<file path="config.mk">
export PLATFORM = sky130hd
export DESIGN_NAME = ins_mem_loader
export DESIGN_NICKNAME = d
export VERILOG_FILES = /design/src/rtl/ins_mem_loader.sv
export SDC_FILE = /design/constraint.sdc
export NUM_CORES = 1
export LEC_CHECK = 0
export BUFFER_PORTS_ARGS = -buffer_cell sky130_fd_sc_hd__buf_2
export CORE_MARGIN = 4
export CORE_UTILIZATION = 25
export CTS_CLUSTER_SIZE = 20
export DETAILED_ROUTE_END_ITERATION = 8
export PLACE_DENSITY = 0.5
export SKIP_CTS_REPAIR_TIMING = 1
export SYNTH_ARGS = -nofsm -noshare
export SYNTH_HDL_FRONTEND = slang
export SYNTH_SLANG_ARGS = --single-unit
</file>
<file path="constraint.sdc">
create_clock -name clk -period 2.7 [get_ports clk]
set_clock_uncertainty 0.2 [all_clocks]
set_input_delay 0.135 -clock clk [delete_from_list [all_inputs] [get_ports clk]]
set_output_delay 0.135 -clock clk [all_outputs]
set_load 0.03 [all_outputs]
</file>
<file path="src/rtl/ins_mem_loader.sv">
// Boot loader and address-port arbiter for an asynchronous-read instruction
// memory. It assembles a little-endian byte stream into instruction words,
// writes them to consecutive word addresses, and then hands the address port
// to the CPU PC and releases the CPU from reset.
module ins_mem_loader #(
  parameter int INSTRUCTION_WIDTH = 32,
  parameter int MEMORY_DEPTH      = 256,
  parameter int PC_WIDTH          = 32,
  parameter int BYTE_WIDTH        = 8,
  parameter int ADDRESS_WIDTH     = $clog2(MEMORY_DEPTH)
) (
  input  logic                         clk,
  input  logic                         rstN,
  input  logic                         start,
  input  logic [ADDRESS_WIDTH:0]       word_count,
  input  logic [BYTE_WIDTH-1:0]        rx_data,
  input  logic                         rx_valid,
  output logic                         rx_ready,
  input  logic [PC_WIDTH-1:0]          pc,
  output logic [PC_WIDTH-1:0]          mem_address,
  output logic                         mem_wr_en,
  output logic [INSTRUCTION_WIDTH-1:0] mem_wr_data,
  output logic                         cpu_rstN,
  output logic                         busy,
  output logic                         done
);

  localparam int BYTES_PER_WORD = INSTRUCTION_WIDTH / BYTE_WIDTH;
  localparam int BYTE_IDX_W     = (BYTES_PER_WORD > 1) ? $clog2(BYTES_PER_WORD) : 1;

  localparam logic [BYTE_IDX_W-1:0]  LAST_SLOT = BYTE_IDX_W'(BYTES_PER_WORD - 1);
  localparam logic [ADDRESS_WIDTH:0] DEPTH_CNT = (ADDRESS_WIDTH + 1)'(MEMORY_DEPTH);

  localparam logic [1:0] IDLE = 2'd0;
  localparam logic [1:0] LOAD = 2'd1;
  localparam logic [1:0] RUN  = 2'd2;

  logic [1:0]                   state;
  logic [ADDRESS_WIDTH:0]       count;
  logic [ADDRESS_WIDTH-1:0]     word_idx;
  logic [BYTE_IDX_W-1:0]        byte_idx;
  logic [INSTRUCTION_WIDTH-1:0] asm_word;
  logic [INSTRUCTION_WIDTH-1:0] next_word;
  logic                         last_word;
  logic                         accept;

  assign accept    = rx_valid && rx_ready;
  assign last_word = ({1'b0, word_idx} == (count - (ADDRESS_WIDTH + 1)'(1)));

  // The CPU owns the address port only while running; otherwise the loader
  // presents the current word index (which is also the write address).
  assign mem_address = (state == RUN) ? pc : PC_WIDTH'(word_idx);

  // Merge the incoming byte into its slot of the word being assembled.
  always_comb begin
    // NOTE: default assignment first so every path drives next_word and no latch is inferred.
    next_word = asm_word;
    for (int i = 0; i < BYTES_PER_WORD; i++) begin
      if (byte_idx == BYTE_IDX_W'(i)) begin
        next_word[i*BYTE_WIDTH +: BYTE_WIDTH] = rx_data;
      end
    end
  end

  // Mode sequencing, byte assembly, write strobe and registered status outputs.
  always_ff @(posedge clk) begin
    if (!rstN) begin
      // NOTE: sequential state uses non-blocking assignments so every flop samples pre-edge values.
      state       <= IDLE;
      count       <= '0;
      word_idx    <= '0;
      byte_idx    <= '0;
      asm_word    <= '0;
      mem_wr_en   <= 1'b0;
      mem_wr_data <= '0;
      rx_ready    <= 1'b0;
      cpu_rstN    <= 1'b0;
      busy        <= 1'b0;
      done        <= 1'b0;
    end else begin
      mem_wr_en <= 1'b0;
      case (state)
        LOAD: begin
          if (mem_wr_en && last_word) begin
            // Final word is being written; any byte offered now is dropped.
            state    <= RUN;
            rx_ready <= 1'b0;
            busy     <= 1'b0;
            done     <= 1'b1;
            cpu_rstN <= 1'b1;
          end else begin
            if (mem_wr_en) begin
              word_idx <= word_idx + ADDRESS_WIDTH'(1);
            end
            if (accept) begin
              asm_word <= next_word;
              if (byte_idx == LAST_SLOT) begin
                // The completed word moves to the write register, freeing
                // the assembly register for the next word's bytes.
                byte_idx    <= '0;
                mem_wr_data <= next_word;
                mem_wr_en   <= 1'b1;
              end else begin
                byte_idx <= byte_idx + BYTE_IDX_W'(1);
              end
            end
          end
        end
        default: begin
          // IDLE and RUN both honour start; a zero count just runs the CPU.
          if (start) begin
            if (word_count != '0) begin
              state    <= LOAD;
              count    <= (word_count > DEPTH_CNT) ? DEPTH_CNT : word_count;
              word_idx <= '0;
              byte_idx <= '0;
              asm_word <= '0;
              rx_ready <= 1'b1;
              busy     <= 1'b1;
              done     <= 1'b0;
              cpu_rstN <= 1'b0;
            end else begin
              state    <= RUN;
              done     <= 1'b1;
              cpu_rstN <= 1'b1;
            end
          end
        end
      endcase
    end
  end

endmodule

</file>
Word level (Yosys, flattened, before mapping)
Index checks and enable logic that the tools add are counted.

word-level totals
  bits in registers = 88
  bits of input ports = 53
  output and inout bits = 69
  logic and storage cells = 75

operators by class
  add/sub/neg operators = 3
  magnitude comparators = 1
  eq/ne operators = 10
  multiplexer cells = 35
  bitwise logic cells = 4
  reduce and logical (&&, ||, !) cells = 13

operator list
  cell                   number
  $mux W32               6
  $mux W8                9
  $mux W2                10
  $reduce_and A4 Y1      3
  $eq A8 B9 Y1           1
  $gt A9 B9 Y1 const B   1
  $mux W1                9
  $mux W9                1
  $reduce_bool A9 Y1     1
  $sub A9 B1 Y9 const B  1
  $add A8 B1 Y8 const B  1
  $ne A2 B2 Y1 const B   4
  $eq A2 B2 Y1 const B   3
  $reduce_and A3 Y1      2
  $eq A2 B1 Y1 const B   2
  $not A1 Y1             4
  $reduce_bool A2 Y1     2
  $reduce_or A4 Y1       1
  $add A2 B1 Y2 const B  1
  $logic_and A1 B1 Y1    2
  $logic_not A2 Y1       1
  $reduce_and A2 Y1      1

Longest topological paths before layout
Gate-level depths: netlist (run 1).

  depth in word-level cells = 5
  depth in mapped cells = 12
  depth with buffers taken out = 9

Worst setup path before layout (run 1)
OpenSTA, ideal clock, no wires.

  path type = register to register
  start point = reg count[0]
  end point = reg asm_word[0]
  library setup time = 117 ps
  data arrival time = 2457 ps
  required time = 2383 ps
  setup slack = -74 ps
  cell stages (with the launch flop) = 12
  path buffers = 2
  period minus slack after synthesis = 2774 ps
  cell sequence = dfxtp_1 > inv_1 > ha_1 > buf_2 > nor2b_1 > or3_1 > a31o_1 > nor4_4 > a21oi_1 > and3_1 > buf_2 > a22o_1

between the ends
  longest elaborated chain between the ends = 5

RTL lines
  what                                RTL line  text
  start, declared                     39        logic [ADDRESS_WIDTH:0] count;
  start signal, assigned              114       count <= (word_count > DEPTH_CNT) ? DEPTH_CNT : word_count;
  $sub A9 B1 Y9                       48        assign last_word = ({1'b0, word_idx} == (count - (ADDRESS_WIDTH + 1)'(1)));
  $eq A8 B9 Y1                        48
  $logic_and A1 B1 Y1                 84        if (mem_wr_en && last_word) begin
  $ne A2 B2 Y1 (no source line)       n/a
  $reduce_and A4 Y1 (no source line)  n/a
  end signal, assigned                96        asm_word <= next_word;
  end, declared                       42        logic [INSTRUCTION_WIDTH-1:0] asm_word;

Every way passes these cells.
A chain may end at the register's enable or synchronous reset.

Final worst setup path (run 1)
  start point = reg count[0]
  end point = reg mem_wr_data[16]

between the ends
  longest elaborated chain between the ends = 5

RTL lines
  what                                RTL line  text
  $sub A9 B1 Y9                       48
  $eq A8 B9 Y1                        48
  $logic_and A1 B1 Y1                 84
  $not A1 Y1 (no source line)         n/a
  $reduce_and A4 Y1 (no source line)  n/a
  end signal, assigned                101       mem_wr_data <= next_word;
  end, declared                       22        output logic [INSTRUCTION_WIDTH-1:0] mem_wr_data,

Every way passes these cells.

==> results of run 1 <==
-- per-stage QoR --
stage               instances  TNS [ns]  total power, W  hold WS (ns)
floorplan                 419         0         0.00140        0.0436
global placement          735         0         0.00150         0.162
detailed placement        735         0         0.00151         0.174
CTS                       749         0         0.00262        -0.190
global route              771    -0.935         0.00273       0.00567
finish                    771         0         0.00261       -0.0220
-- area by class of cell --
type | count | area (um2) | share of cell area (%)
Sequential cell | 80 | 1600 | 30.0
Inverter | 9 | 33.8 | 0.631
Timing Repair Buffer | 165 | 1040 | 19.4
Tap cell | 211 | 264 | 4.93
Multi-Input combinational cell | 292 | 2160 | 40.3
Clock buffer | 13 | 250 | 4.68
Clock inverter | 1 | 5.00 | 0.0935
-- synthesized netlist by cell type, types with 7 or more instances --
library cell / number / area share, %
dfxtp_1: 80 / 41
nand2_1: 41 / 3.9
mux2i_1: 32 / 8.1
and2_1: 29 / 4.6
a22o_1: 26 / 5.8
o211a_1: 24 / 6.1
clkbuf_1: 18 / 1.7
a21oi_1: 16 / 2.0
nor2b_1: 16 / 2.5
and3_1: 11 / 1.7
inv_1: 9 / 0.86
mux2_2: 8 / 2.3
o21ai_0: 8 / 1.0
o21ai_1: 8 / 1.0
nor2_1: 7 / 0.67
or3_1: 7 / 1.1
-- power groups by stage --
stage	clock network [W]	logic, W	registers, W
after floorplan	0	0.000170	0.00123
after global placement	0	0.000272	0.00123
after detailed placement	0	0.000276	0.00123
after CTS	0.00114	0.000277	0.00120
after global routing	0.00119	0.000331	0.00121
final	0.00110	0.000304	0.00120
-- registers in the layout, summed over array words and instances (netlist names) --
| name | flops |
|---|---|
| asm_word | 24 |
| busy | 1 |
| word_idx | 8 |
| state | 2 |
| mem_wr_data | 32 |
| count | 9 |
| done | 1 |
| mem_wr_en | 1 |
| byte_idx | 2 |
-- path summary, 6_finish.rpt --
kind / startpoint / to / cells after the start
setup reg to reg: count[0] / mem_wr_data[16] / 12
hold reg to reg: asm_word[1] / asm_word[1] / 1
hold / removal: rx_data[4] / asm_word[20] / 2
setup / recovery: count[0] / mem_wr_data[16] / 12
-- worst reg2reg max path, stage by stage, from the launching register on --
cell and delay [ns]:
dfxtp_2 0.32, inv_2 0.07, ha_4 0.13, buf_6 0.11, nor2b_4 0.04, or3_1 0.34, a31o_1 0.21, nor4_4 0.35
buf_4 0.20, a211oi_4 0.07, buf_6 0.16, buf_12 0.15, o211a_1 0.21
-- routing by layer --
metal,GRT usage (%),vias up
met1,15.9,1630
met3,3.81,12
met2,19.7,113
met5,0,-
li1,-,1764
met4,4.11,0
-- cell families after synthesis --
logic type	Yosys count	share of synthesized area, %
AND/OR/NAND/NOR	136	19.3
AO/OA/AOI/OAI	100	19.5
flip-flops	80	40.6
buffers and inverters	47	6.18
multiplexers	40	10.4
XOR/XNOR	10	2.22
adder cells (fa/ha/maj)	6	1.90
==> results_dict.tcl, run 1 <==
set metrics [dict create \
    numCtsBuffers 9 \
    cp_max_fo 17 \
    p_per_area_nw_per_um2 487 \
    die-area_um2 17900 \
    drc 0 \
    final_cell_mix "buf_2 (121), dfxtp_1 (78), nand2_1 (41)" \
    ant_nets 0 \
    drtIter0Drc 209 \
    routed.top_layer "met4" \
    wl_met1_um 5500 \
    port_buffers 121 \
    met2WireLength_um 5310 \
    clock_path_buffers 2 \
    dr.pass1.iters 4 \
    hpwlAfterDp_um 8350 \
    grt.overflow.total 0 \
    grt_pass1_wl_um 17800 \
    critPathBufInv 5 \
    synth-main-ff-cell "dfxtp_1" \
    maxSlewHeadroom_pct 64.9 \
    outcome "finished, violations left" \
    fill_cells 1617 \
    combPwrFrac_pct 11.7 \
    area_growth_pct 35.6 \
    cpMostUsedCell "buf_6" \
    num_antenna_cells 0 \
    synth_edf_count 0 \
    rows 45 \
    core_area_um2 15300 \
    crit_required_ns 2.73 \
    synth_cell_type_count 48 \
    cpMaxStageDelayCell "nor4_4" \
    final_util_pct 34.9 \
    syn_inst 419 \
    syn_nets 478 \
    drive_gt1_share_pct 34.5 \
    cpPeakStageDelay_ns 0.35 \
    r2r_slack_ns 0.04 \
    fin_area_um2 5350 \
    final_nets 616 \
    clkSinkCount 80 \
    criticalPathCategory "register to register" \
    grt_pass1_vias 3465 \
    boundaryPins 122 \
    gp_congestion 0.779 \
    vias 3519 \
    mostFrequentLayoutCell "buf_2" \
    clk-insertion-delay-late_ns 0.34 \
    fin_crit_sh_pct 98.5 \
    yosys_warnings 0 \
    p_leak_nw 2.64 \
    fp.dieW_um 134 \
    dr_wl_met3_um 613 \
    cp.arrival_ns 2.69 \
    synthesis.area_um2 3950 \
    startpoint_type "register" \
    finalWirelength_um 11500 \
    peakVddDrop_mv 0.336 \
    grt.total_usage_pct 12.4 \
    pre_cts_ws_ns 0.0621 \
    fmax_mhz 376 \
    fp.dieH_um 134 \
    power_switching_share_pct 24.8 \
    cts-root-buf "clkbuf_16" \
    crit_family "simple AND/OR/NAND/NOR gates" \
    switchingPower_w 0.000647 \
    clk_pin_slew_ns 0.06 \
    violations "negative hold slack" \
    rsz0062_at_grt "yes" \
    dpl_cell_area_um2 4800 \
    p_int_w 0.00196 \
    hold_viol_final 5 \
    ys_seq_area_share_pct 40.6 \
    period_needed_ns 2.66 \
    start_util_pct 25.8 \
    drv_cap 0 \
    grt_max_degree 34 \
    hold_ws_ns -0.0220 \
    pwr-share-seq_pct 46.2 \
    slew_violations 0 \
    wl_per_cell_um 15.0 \
    antenna_found_initial 0 \
    setup_viol 0 \
    synth-seq-cells 80 \
    vias_per_cell 4.56 \
    hp-class "primary input to register" \
    avgSynthCellArea_um2 9.42 \
    clkPwrFrac_pct 42.1 \
    async_flop_share_pct 0 \
    worst_pin_slew_ns 0.527 \
    cts_tree "yes" \
    end_kind "register" \
    path_cells "inv_2, ha_4, buf_6, nor2b_4, or3_1, a31o_1, nor4_4, buf_4, a211oi_4, buf_6, buf_12, o211a_1" \
    h-tree-depth 3 \
    layout_setup_ws_ns 0.0418 \
]
No activity file was read; power rests on OpenSTA's default activity.
==> run 2, diff against run 1 <==
--- a/config.mk
+++ b/config.mk
@@ -10,7 +10,8 @@
 export CORE_UTILIZATION = 25
 export CTS_CLUSTER_SIZE = 20
 export DETAILED_ROUTE_END_ITERATION = 8
-export PLACE_DENSITY = 0.5
+export GPL_TIMING_DRIVEN = 0
+export PLACE_DENSITY = 0.49
 export SKIP_CTS_REPAIR_TIMING = 1
 export SYNTH_ARGS = -nofsm -noshare
 export SYNTH_HDL_FRONTEND = slang
==> constraint.sdc (replaced) <==
create_clock -name clk -period 3.15 [get_ports clk]
set_clock_uncertainty 0.2 [all_clocks]
set_input_delay 0.1575 -clock clk [delete_from_list [all_inputs] [get_ports clk]]
set_output_delay 0.1575 -clock clk [all_outputs]
set_load 0.03 [all_outputs]
==> results_dict.tcl, run 2 (same netlist as run 1, synthesis figures left out) <==
set metrics [dict create \
    outcome "finished, final reports clean" \
    finalNonFillerCells 764 \
    end_kind "register" \
    rsz0062_at_grt "no" \
    grt.overflow.total 0 \
    dr.pass1.iters 4 \
    cp_max_fo 10 \
    hold_path_startpoint "word_count[3]" \
    criticalPathCategory "register to register" \
    cpMostUsedCell "buf_2" \
    grt_pass1_wl_um 17900 \
    hp-class "primary input to register" \
    drc 0 \
    crit_required_ns 3.18 \
    path_cells "inv_1, ha_1, buf_2, nor2b_1, or3_1, a31o_1, nor4_4, buf_4, a211oi_1, buf_2, buf_6, o211a_1" \
    final_nets 607 \
    r2r_slack_ns 0.26 \
    rr_endpoint "mem_wr_data[13]" \
    clkPwrFrac_pct 47.2 \
    vias_per_cell 4.52 \
    antenna_found_initial 0 \
    cpMaxStageDelayCell "dfxtp_1" \
    clkSinkCount 80 \
    core_area_um2 15300 \
    min_to "count[3]" \
    timing.rr.start "count[0]" \
    holdPathStages 4 \
    cpPeakStageDelay_ns 0.40 \
    pre_cts_ws_ns -0.0125 \
    top_regs "mem_wr_data: 32 flops, asm_word: 24 flops, count: 9 flops" \
    peakVddDrop_mv 0.335 \
    p_int_w 0.00183 \
    port_buffers 113 \
    slew_violations 0 \
    startpoint_type "register" \
    drv_cap 0 \
    fp.dieH_um 134 \
    drtIter0Drc 159 \
    largest_register_ffs 32 \
    cts_tree "yes" \
    worst_pin_slew_ns 0.683 \
    clk_pin_slew_ns 0.06 \
    area_growth_pct 30.5 \
    pwr-share-seq_pct 43.2 \
    fmax_mhz 346 \
    setup_viol 0 \
    switchingPower_w 0.000560 \
    num_antenna_cells 0 \
    cts-root-buf "clkbuf_16" \
    p_leak_nw 2.54 \
    reg2reg_depth 12 \
    die-area_um2 17900 \
    clock_path_buffers 2 \
    vias 3450 \
    maxSlewHeadroom_pct 54.5 \
    rows 45 \
    combPwrFrac_pct 9.6 \
    placed_cells 743 \
    drive_gt1_share_pct 29.1 \
    gp_congestion 0.762 \
    ant_nets 0 \
    finalWirelength_um 11000 \
    cp.arrival_ns 2.92 \
    grt_max_degree 14 \
    final_cell_mix "buf_2 (119), dfxtp_1 (80), nand2_1 (41)" \
    hpwlAfterDp_um 8470 \
    power_switching_share_pct 23.4 \
    p_per_area_nw_per_um2 464 \
    layout_setup_ws_ns 0.257 \
    start_util_pct 25.8 \
    fin_crit_sh_pct 91.8 \
    max_flop_register "mem_wr_data" \
    mostFrequentLayoutCell "buf_2" \
    clk-insertion-delay-late_ns 0.33 \
    period_needed_ns 2.89 \
    hold_viol_final 0 \
    wl_per_cell_um 14.4 \
    numCtsBuffers 9 \
    boundaryPins 122 \
    h-tree-depth 3 \
    fp.dieW_um 134 \
    finalSetupTns_ns 0 \
    grt_pass1_vias 3558 \
    grt.total_usage_pct 12.6 \
]
==> run 2: changes by cell type in the layout (fill, tap and decap cells not counted), sizes merged <==
cell / delta
clkbuf: +16
dlygate4sd3: -8
clkinv: +1
buf: -18
bufinv: +2
==> run 2: through the flow <==
| stage | utilization [%] | cell area (um2) | power [W] | hold slack (ns) |
|---|---|---|---|---|
| after global placement | 31.2 | 4780 | 0.00128 | 0.187 |
| final | 33.6 | 5150 | 0.00239 | 0.0143 |
| after floorplan | - | 3950 | 0.00120 | 0.0661 |
| after global routing | 33.6 | 5150 | 0.00249 | 0.0226 |
| after CTS | 33.3 | 5100 | 0.00243 | -0.170 |
| after detailed placement | 31.2 | 4780 | 0.00128 | 0.185 |
==> run 2: layout make-up <==
cell class	instances	area, um2
Multi-Input combinational cell	292	2110
Clock buffer	12	246
Tap cell	211	264
Fill cell	1609	10200
Buffer	38	210
Timing Repair Buffer	118	613
Clock inverter	4	77.6
Inverter	9	33.8
Sequential cell	80	1600
==> run 2: metal layers <==
metal | share of wire [%] | up-vias | track usage [%]
met2 | 47 | 103 | 21.4
met4 | 1.6 | 0 | 3.54
met5 | 0 | - | 0
li1 | - | 1746 | -
met1 | 45 | 1589 | 14.9
met3 | 5.9 | 12 | 4.53
==> run 2: how the worst max path moves through the flow <==
stage	start	to	depth (start not counted)
global placement	count[0]	asm_word[22]	11
finish	count[0]	mem_wr_data[13]	12
detailed placement	count[0]	asm_word[13]	11
CTS	count[0]	asm_word[11]	11
floorplan	count[0]	asm_word[0]	11
global route	count[0]	mem_wr_data[2]	12
==> run 2: power groups by stage <==
stage / clock network [W] / registers [W] / logic (W)
6_report: 0.00113 / 0.00103 / 0.000228
5_1_grt: 0.00121 / 0.00103 / 0.000254
4_1_cts: 0.00117 / 0.00103 / 0.000227
3_5_place_dp: 0 / 0.00106 / 0.000226
3_3_place_gp: 0 / 0.00106 / 0.000223
2_1_floorplan: 0 / 0.00106 / 0.000146
==> run 2: critical path: cells and delay by family (launching register included) <==
family / cells / cell delay [ns]
AO/OA/AOI/OAI: 3 / 0.54
adder cells (fa/ha/maj): 1 / 0.19
buffers and inverters: 5 / 0.86
flip-flops: 1 / 0.40
AND/OR/NAND/NOR: 3 / 0.59
==> run 3, diff against run 2 <==
--- a/config.mk
+++ b/config.mk
@@ -5,13 +5,14 @@
 export SDC_FILE = /design/constraint.sdc
 export NUM_CORES = 1
 export LEC_CHECK = 0
+export ABC_AREA = 1
 export BUFFER_PORTS_ARGS = -buffer_cell sky130_fd_sc_hd__buf_2
 export CORE_MARGIN = 4
 export CORE_UTILIZATION = 25
 export CTS_CLUSTER_SIZE = 20
 export DETAILED_ROUTE_END_ITERATION = 8
 export GPL_TIMING_DRIVEN = 0
-export PLACE_DENSITY = 0.49
+export PLACE_DENSITY = 0.48
 export SKIP_CTS_REPAIR_TIMING = 1
 export SYNTH_ARGS = -nofsm -noshare
 export SYNTH_HDL_FRONTEND = slang
==> constraint.sdc (replaced) <==
create_clock -name clk -period 3.15 [get_ports clk]
set_clock_uncertainty 0.2 [all_clocks]
set_input_delay 0.315 -clock clk [delete_from_list [all_inputs] [get_ports clk]]
set_output_delay 0.315 -clock clk [all_outputs]
set_load 0.03 [all_outputs]
==> results_dict.tcl, run 3 <==
set metrics [dict create \
    outcome "finished, final reports clean" \
    slew_violations 0 \
    hold_ws_ns 0.0432 \
    maxSlewHeadroom_pct 62.8 \
    numCtsBuffers 9 \
    mostFrequentLayoutCell "nand2_1" \
    synth-main-ff-cell "dfxtp_1" \
    area_growth_pct 25.7 \
    rows 49 \
    drtIter0Drc 298 \
    grt.total_usage_pct 14.0 \
    core_area_um2 18100 \
    fp.dieW_um 145 \
    pre_cts_ws_ns 0.505 \
    boundaryPins 122 \
    crit_required_ns 3.24 \
    final_nets 951 \
    criticalPathCategory "register to register" \
    cp.arrival_ns 2.72 \
    hpwlAfterDp_um 10900 \
    hold_path_startpoint "word_count[5]" \
    hp-class "primary input to register" \
    h-tree-depth 3 \
    power_switching_share_pct 28.3 \
    synth_top_area_share_pct 37.8 \
    grt.overflow.total 0 \
    rsz0062_at_grt "no" \
    setup_viol 0 \
    reg2reg_depth 14 \
    num_antenna_cells 0 \
    p_leak_nw 2.96 \
    clkPwrFrac_pct 41.4 \
    synth.most_common_cell "nand2_1" \
    final_cell_mix "nand2_1 (209), nor2_1 (160), buf_2 (123)" \
    die-area_um2 20900 \
    combPwrFrac_pct 15.1 \
    synth_cell_type_count 27 \
    top_regs "asm_word: 32 flops, mem_wr_data: 32 flops, count: 9 flops" \
    syn_nets 819 \
    fmax_mhz 380 \
    end_kind "register" \
    min_to "count[5]" \
    hold_viol_final 0 \
    cts-root-buf "clkbuf_16" \
    period_needed_ns 2.63 \
    yosys_warnings 0 \
    ys_seq_area_share_pct 37.8 \
    p_per_area_nw_per_um2 461 \
    pwr-share-seq_pct 43.5 \
    port_buffers 121 \
    path_cells "inv_1, ha_1, nand2_1, inv_1, nor2_1, nand2_1, nor2_1, nand3_1, nor2_1, nand2_1, nand2_2, clkbuf_1, o21ai_0, nor2_1" \
    peakVddDrop_mv 0.238 \
    dr.pass1.iters 4 \
    drive_gt1_share_pct 17.7 \
    async_flop_share_pct 0 \
    clock_path_buffers 2 \
    fp.dieH_um 145 \
    clkSinkCount 88 \
    ys_top_cells_by_area "dfxtp_1 (38%), nand2_1 (17%), nor2_1 (13%)" \
    synth_largest_area_cell "dfxtp_1" \
    holdPathStages 3 \
    avgSynthCellArea_um2 6.14 \
    ant_nets 0 \
    startpoint_type "register" \
    timing.rr.start "count[0]" \
    fin_crit_sh_pct 83.6 \
    cpMaxStageDelayCell "dfxtp_1" \
    p_int_w 0.00194 \
    gp_congestion 0.793 \
    synth_edf_count 0 \
    synthesis.area_um2 4670 \
    start_util_pct 25.7 \
    syn_inst 760 \
    cp_max_fo 10 \
    grt_max_degree 16 \
    cpMostUsedCell "nor2_1" \
    finalSetupTns_ns 0 \
    switchingPower_w 0.000766 \
    antenna_found_initial 0 \
    grt_pass1_vias 4494 \
    layout_setup_ws_ns 0.518 \
    wl_per_cell_um 13.1 \
    worst_pin_slew_ns 0.558 \
    drv_cap 0 \
    synth-seq-cells 88 \
    rr_endpoint "mem_wr_data[21]" \
    r2r_slack_ns 0.52 \
    cts_tree "yes" \
    finalWirelength_um 14700 \
    synth_common_cells "nand2_1 (209), nor2_1 (160), dfxtp_1 (88)" \
    grt_pass1_wl_um 22900 \
    clk_pin_slew_ns 0.07 \
    vias_per_cell 4.38 \
    cpPeakStageDelay_ns 0.40 \
    drc 0 \
    clk-insertion-delay-late_ns 0.35 \
    vias 4930 \
]
run 3: cell types whose count changed after synthesis, moves of 23 or more:
cell,change
a22o_1,-26
and2_1,-29
nand3_1,+49
o21ai_0,+59
mux2i_1,-32
nand2_1,+168
inv_1,+78
nor2_1,+153
o211a_1,-23
run 3: kinds of logic (layout without fill, tap and decap cells):
kind of cell / count (synthesis) / in the layout / share of synthesized area (%)
AO/OA/AOI/OAI: 94 / 94 / 10.4
XOR/XNOR: 9 / 9 / 1.69
adder cells (fa/ha/maj): 6 / 6 / 1.61
buffers and inverters: 130 / 267 / 11.5
flip-flops: 88 / 88 / 37.8
multiplexers: 1 / 1 / 0.241
AND/OR/NAND/NOR: 432 / 432 / 36.8
run 3: layer usage:
layer,global-route usage [%],vias up,share of wire (%)
li1,-,2600,-
met1,18.1,2194,47
met2,23.6,125,46
met3,3.17,11,5.4
met4,3.83,0,1.2
met5,0,-,0
run 3: worst max-delay path: cells and delay by family, from the launching register on:
family | cells | cell delay, ns
AOI/OAI and AO/OA | 1 | 0.18
buffers and inverters | 3 | 0.53
DFF | 1 | 0.40
and+or+nand+nor | 9 | 0.93
adders and majority gates | 1 | 0.33
run 3: layout make-up:
type | instances | area (um2)
Clock buffer | 10 | 239
Clock inverter | 6 | 66.3
Timing Repair Buffer | 121 | 606
Fill cell | 2058 | 12300
Inverter | 91 | 342
Tap cell | 229 | 287
Sequential cell | 88 | 1760
Buffer | 39 | 196
Multi-Input combinational cell | 542 | 2370
run 3: per-stage QoR:
| stage | instances | power [W] | area [um2] | utilization (%) |
|---|---|---|---|---|
| 2_1_floorplan | 760 | 0.00148 | 4670 | - |
| 3_3_place_gp | 1110 | 0.00161 | 5560 | 30.6 |
| 3_5_place_dp | 1110 | 0.00161 | 5560 | 30.6 |
| 4_1_cts | 1126 | 0.00274 | 5860 | 32.3 |
| 5_1_grt | 1126 | 0.00285 | 5860 | 32.3 |
| 6_report | 1126 | 0.00270 | 5860 | 32.3 |
run 3: worst max path at each step:
stage	from	endpoint	slack, ns
after floorplan	count[0]	word_idx[0]	1.02
after global placement	count[0]	mem_wr_data[21]	0.51
after detailed placement	count[0]	mem_wr_data[21]	0.51
after CTS	count[0]	mem_wr_data[21]	0.49
after global routing	count[0]	mem_wr_data[21]	0.21
final	count[0]	mem_wr_data[21]	0.52
run 3: power groups by stage:
stage / registers (W) / logic (W) / clock network, W
global route: 0.00118 / 0.000472 / 0.00120
floorplan: 0.00120 / 0.000279 / 0
finish: 0.00118 / 0.000409 / 0.00112
CTS: 0.00118 / 0.000413 / 0.00115
detailed placement: 0.00120 / 0.000410 / 0
global placement: 0.00120 / 0.000410 / 0
